`src/rtl/if_stage.sv`:
```
// if_stage: instruction fetch stage with one outstanding imem request and a one-entry hold buffer.
// Define IF_STATIC_PREDICT_EN to make fetch follow jal targets (pred_taken); otherwise pc advances by 4.
module if_stage #(
  parameter logic [63:0] RESET_PC = 64'h0000_0000_0000_0000,
  parameter logic [31:0] NOP_INST = 32'h0000_0013
) (
  input  logic        clk,
  input  logic        rst,
  input  logic        stall,
  input  logic        flush,
  input  logic        redirect_valid,
  input  logic [63:0] redirect_pc,
  output logic        imem_req,
  output logic [63:0] imem_addr,
  input  logic        imem_rvalid,
  input  logic [31:0] imem_rdata,
  output logic [31:0] inst,
  output logic [63:0] pc_out,
  output logic        inst_valid,
  output logic        pred_taken
);

  localparam logic [1:0] IDLE = 2'd0;
  localparam logic [1:0] REQ  = 2'd1;
  localparam logic [1:0] WAIT = 2'd2;
  localparam logic [1:0] HOLD = 2'd3;

  logic [1:0]  state_q, state_d;
  logic [63:0] pc_q, pc_d;
  logic        kill_q, kill_d;
  logic        buf_valid_q, buf_valid_d;
  logic [31:0] buf_inst_q, buf_inst_d;
  logic [63:0] buf_pc_q, buf_pc_d;
  logic        buf_pred_q, buf_pred_d;
  logic [31:0] inst_q, inst_d;
  logic [63:0] pc_out_q, pc_out_d;
  logic        valid_q, valid_d;
  logic        pred_q, pred_d;
  logic        rsp_pred;
  logic [63:0] rsp_next_pc;

`ifdef IF_STATIC_PREDICT_EN
  logic [63:0] j_imm;
  assign rsp_pred    = (imem_rdata[6:0] == 7'b1101111);
  assign j_imm       = {{44{imem_rdata[31]}}, imem_rdata[19:12], imem_rdata[20],
                        imem_rdata[30:21], 1'b0};
  assign rsp_next_pc = rsp_pred ? (pc_q + j_imm) : (pc_q + 64'd4);
`else
  assign rsp_pred    = 1'b0;
  assign rsp_next_pc = pc_q + 64'd4;
`endif

  // A request is only launched while decode can accept, so a stall never opens a new fetch.
  assign imem_req   = (state_q == REQ) && !stall;
  assign imem_addr  = pc_q;
  assign inst       = inst_q;
  assign pc_out     = pc_out_q;
  assign inst_valid = valid_q;
  assign pred_taken = pred_q;

  always_comb begin
    state_d     = state_q;
    pc_d        = pc_q;
    kill_d      = kill_q;
    buf_valid_d = buf_valid_q;
    buf_inst_d  = buf_inst_q;
    buf_pc_d    = buf_pc_q;
    buf_pred_d  = buf_pred_q;
    inst_d      = inst_q;
    pc_out_d    = pc_out_q;
    valid_d     = valid_q;
    pred_d      = pred_q;

    // Decode consumes the presented instruction on every unstalled edge; refill or bubble.
    if (!stall || flush) begin
      inst_d  = NOP_INST;
      valid_d = 1'b0;
      pred_d  = 1'b0;
    end
    if (flush) begin
      buf_valid_d = 1'b0;
    end

    case (state_q)
      IDLE: state_d = REQ;
      REQ: begin
        if (!stall) begin
          state_d = WAIT;
        end
      end
      WAIT: begin
        if (imem_rvalid) begin
          if (kill_q) begin
            kill_d  = 1'b0;
            state_d = REQ;
          end else if (stall) begin
            buf_valid_d = 1'b1;
            buf_inst_d  = imem_rdata;
            buf_pc_d    = pc_q;
            buf_pred_d  = rsp_pred;
            pc_d        = rsp_next_pc;
            state_d     = HOLD;
          end else begin
            inst_d   = imem_rdata;
            pc_out_d = pc_q;
            valid_d  = 1'b1;
            pred_d   = rsp_pred;
            pc_d     = rsp_next_pc;
            state_d  = REQ;
          end
        end
      end
      HOLD: begin
        if (!stall) begin
          state_d = REQ;
          if (buf_valid_q && !flush) begin
            inst_d      = buf_inst_q;
            pc_out_d    = buf_pc_q;
            valid_d     = 1'b1;
            pred_d      = buf_pred_q;
            buf_valid_d = 1'b0;
          end
        end
      end
      default: state_d = IDLE;
    endcase

    // Redirect overrides everything; a request still in flight must have its response dropped.
    if (redirect_valid) begin
      pc_d        = redirect_pc & ~64'h3;
      buf_valid_d = 1'b0;
      inst_d      = NOP_INST;
      valid_d     = 1'b0;
      pred_d      = 1'b0;
      if (((state_q == WAIT) && !imem_rvalid) || imem_req) begin
        state_d = WAIT;
        kill_d  = 1'b1;
      end else begin
        state_d = REQ;
        kill_d  = 1'b0;
      end
    end
  end

  always_ff @(posedge clk or negedge rst) begin
    if (!rst) begin
      state_q     <= IDLE;
      pc_q        <= RESET_PC;
      kill_q      <= 1'b0;
      buf_valid_q <= 1'b0;
      buf_inst_q  <= '0;
      buf_pc_q    <= '0;
      buf_pred_q  <= 1'b0;
      inst_q      <= NOP_INST;
      pc_out_q    <= '0;
      valid_q     <= 1'b0;
      pred_q      <= 1'b0;
    end else begin
      state_q     <= state_d;
      pc_q        <= pc_d;
      kill_q      <= kill_d;
      buf_valid_q <= buf_valid_d;
      buf_inst_q  <= buf_inst_d;
      buf_pc_q    <= buf_pc_d;
      buf_pred_q  <= buf_pred_d;
      inst_q      <= inst_d;
      pc_out_q    <= pc_out_d;
      valid_q     <= valid_d;
      pred_q      <= pred_d;
    end
  end

endmodule

```
`config.mk`:
```
export PLATFORM = sky130hd
export DESIGN_NAME = if_stage
export DESIGN_NICKNAME = d
export VERILOG_FILES = /design/src/rtl/if_stage.sv
export SDC_FILE = /design/constraint.sdc
export NUM_CORES = 1
export LEC_CHECK = 0
export CAP_MARGIN = 30
export CORE_MARGIN = 5
export CORE_UTILIZATION = 46
export CTS_CLUSTER_SIZE = 40
export DETAILED_ROUTE_END_ITERATION = 7
export PLACE_DENSITY = 0.88
export SLEW_MARGIN = 0
export SYNTH_ARGS = -nofsm -noshare
export SYNTH_HDL_FRONTEND = slang
export SYNTH_SLANG_ARGS = --single-unit
```
`constraint.sdc`:
```
create_clock -name clk -period 2.7 [get_ports clk]
set_input_delay 0.27 -clock clk [delete_from_list [all_inputs] [get_ports clk]]
set_output_delay 0.27 -clock clk [all_outputs]
set_load 0.02 [all_outputs]
```
==> impl_results.md <==
* Outcome: complete, no violations
* FMAX at around 400 MHz
* Ratio of cells with drive above 1 in the final layout at 14.63%
* Worst-path clk slew at 0.06 ns
* Congestion Overflow GR at 0
* Min-Delay Path Class: in2reg
* Top cell type's share of synthesized area at 54.46%
* Sequential share of the synthesized area at 55.13%
* Crit Path Class: reg2reg
* Placed insts at 1640
* Fill cells at 1902
* # clock sinks at roughly 260
* Reg2reg end: imem_addr[33]
* Worst reg-to-reg setup slack at 0.13 ns
* EDFF count, synth at 0
* Post-DP HPWL at 23310 microns
* Gr usage total at 23.05%
* Clock tree from TritonCTS: done
* Post-route antenna net violation count at 0
* First-pass GRT wire length at 53880 microns
* Layout area overhead at 35.62%
* Hold Path Origin: redirect_pc[59]
* Initial DRC Count at 851
* Bufs on Longest Clock Path at 3
* Skew final at 0.01517 ns
* FP Rows at 58
* RSZ-0062 raised after global routing: false
* Drt first pass iters at 5
* Max Fanout on Critical Path at 10
* Routability congestion estimate at around 0.84
* Root buffer cell: clkbuf_16
* Worst Hold End: imem_addr[59]
* Yosys cell types at 45
* Nets@finish at 1448
* Peak VDD IR at 0.0006862 V
* Final setup fails at 0
* Arrival time at the worst endpoint at 2.95 ns
* Relative slew slack at between 30% and 40%
* #FFs+latches synth at 256
* Initial core utilization at 46.44%
* Clock latency on the worst-skew pair at 0.52 ns
* Post-DR vias/cell at 5.754
* CTS Buf Count at 27
* Routed len/inst at 19.99 microns
* Hold Path Cell Cnt at 3
* Static leakage at 6.480 nW
* Count leader, synth: dfrtp_1
* Cell taking the most area after synthesis: dfrtp_1
* Ports at 265
* Initial antenna violation count at 1
* Max_cap viols at 0
* Worst Tran Pin Value at around 0.96 ns
* Mean Syn Cell Area at roughly 11 sq um
* Slew Limit Fails at 0
* Total Die Area at 28550 sq um
* CP required at 3.08 ns
* Final hold vios at 0
* Ys flop type: dfrtp_1
* CP Capture Type: register
* Async set-reset flop share out of synthesis at 100.0%
* Largest cells by area after synthesis: dfrtp_1 (54%), mux2_2 (8.4%), mux2i_1 (5.5%)
* H-tree levels at 1
* R2R cell count at 7
* Vias in the first global route at roughly 10k
* PD cells at 908.1 nW/um^2
* WL final at 33790 microns
* Synth Cell Area at 11630 sq um
* Syn Inst Count at approximately 1.1k
* Core area at 25040 sq um
* Reg2Reg Launch Point: state_q[0]
* Routed via count at 9724
* YS warnings at 0
* Final Cycle Share at 95.11%
* Diode count at 0
* Height of the chip at 169.0 microns
* Die width at 169.0 microns
* PortBufs at around 260
* DRC Markers at 0
* Synth cell count leaders: dfrtp_1 (253), nor2_1 (128), mux2_2 (87)
* Largest net degree at the start of global routing at 124
* Non-Filler Instances at 1690
* Crit start category: register
* Tmin final at 2.568 ns
* Worst hold margin at 0.3071 ns
worst max path at each step:
stage,end,startpoint,slack (ns)
final,imem_addr[33],state_q[0],0.13
after global placement,imem_addr[33],imem_rvalid,0.04
after global routing,imem_addr[51],state_q[0],0.0002
after CTS,imem_addr[60],imem_addr[17],0.08
after detailed placement,imem_addr[60],imem_rvalid,-0.02
after floorplan,imem_addr[51],imem_addr[15],0.03
cell families (layout without fill, tap and decap cells):
logic type               after synthesis  in the layout  synth area share (%)
adder cells (fa/ha/maj)                5              5                0.5381
other                                  1              4               0.03225
multiplexers                         151            151                 13.94
AO/OA/AOI/OAI                        204            204                 10.73
AND/OR/NAND/NOR                      330            330                 13.55
buffers and inverters                 93            372                 3.218
XOR/XNOR                              38             38                 2.863
flip-flops                           256            256                 55.13
layout make-up:
cell class	count	area (sq um)	area share (%)
sequential	256	6415	40.68
tap	330	412.9	2.619
timing repair buffer	309	3115	19.76
clock buffer	41	798.3	5.063
clock inverter	7	62.56	0.3968
multi-input combinational	732	4907	31.12
inverter	15	56.30	0.3571
placed cells by master (no fill, tap or decap), types with 10 or more instances in the layout:
cell             netlist  layout
inv_1                 14      14
xor2_1                14      14
buf_4                  4      40
nand4_1               20      20
xnor2_1               24      24
o21ai_0               66      66
dfrtp_1              253     249
clkdlybuf4s50_1        0     256
nor4_1                18      16
a21oi_1               68      68
a31oi_1               23      23
a222oi_1              29      29
buf_12                 0      10
clkbuf_16              0      27
nor3_1                13      13
nand2_1               74      73
nor2_1               128     126
mux2_2                87      87
nand3_1               24      24
or4_1                 15      14
mux2i_1               64      64
critical path, stage by stage, from the launching register on:
cell and delay [ns]:
dfrtp_1 0.37, inv_1 0.08, ha_1 0.21, nand4b_1 0.29, or4_1 0.87, nor4_1 0.38
xnor2_1 0.15, o21ai_0 0.09
sequential cells by signal (all words and copies together) (netlist names):
register / flops
buf_valid_q: 1
buf_inst_q: 32
kill_q: 1
buf_pc_q: 62
inst: 32
imem_addr: 62
pred_taken: 1
inst_valid: 1
state_q: 2
pc_out: 62
timing repair:
item,4_1_cts,5_1_grt
setup buffers,0,1
resized for setup,0,1
endpoints found under the setup margin,0,5
hold endpoints to repair,81,0
hold buffers,1,0
layer usage:
metal | global-route usage (%) | part of all wire [%] | vias up
li1 | - | - | 4402
met1 | 29.47 | 40 | 4890
met2 | 38.68 | 49 | 359
met3 | 6.352 | 8.3 | 71
met4 | 6.650 | 2.9 | 2
met5 | 0 | 0.041 | -
stage by stage:
| stage | instance area [sq um] | utilization, % | TNS, ns | power (mW) | worst slack (ns) |
|---|---|---|---|---|---|
| 2_1_floorplan | 11640 | - | 0 | 8.541 | 0.03110 |
| 4_1_cts | 15760 | 62.93 | 0 | 14.46 | 0.07689 |
| 3_3_place_gp | 14860 | 59.35 | 0 | 10.51 | 0.04405 |
| 3_5_place_dp | 14890 | 59.46 | -0.02298 | 10.79 | -0.02298 |
| 6_report | 15770 | 62.98 | 0 | 14.32 | 0.1322 |
| 5_1_grt | 15770 | 62.98 | 0 | 15.10 | 0.0002345 |
power breakdown:
part / total, mW / switching (mW) / leakage (nW) / internal, mW
clock: 3.58 / 1.46 / 0.425 / 2.12
combinational: 4.82 / 2.44 / 2.91 / 2.39
sequential: 5.91 / 0.791 / 3.14 / 5.12
total: 14.3 / 4.69 / 6.48 / 9.63
No activity file was read; power rests on OpenSTA's default activity.
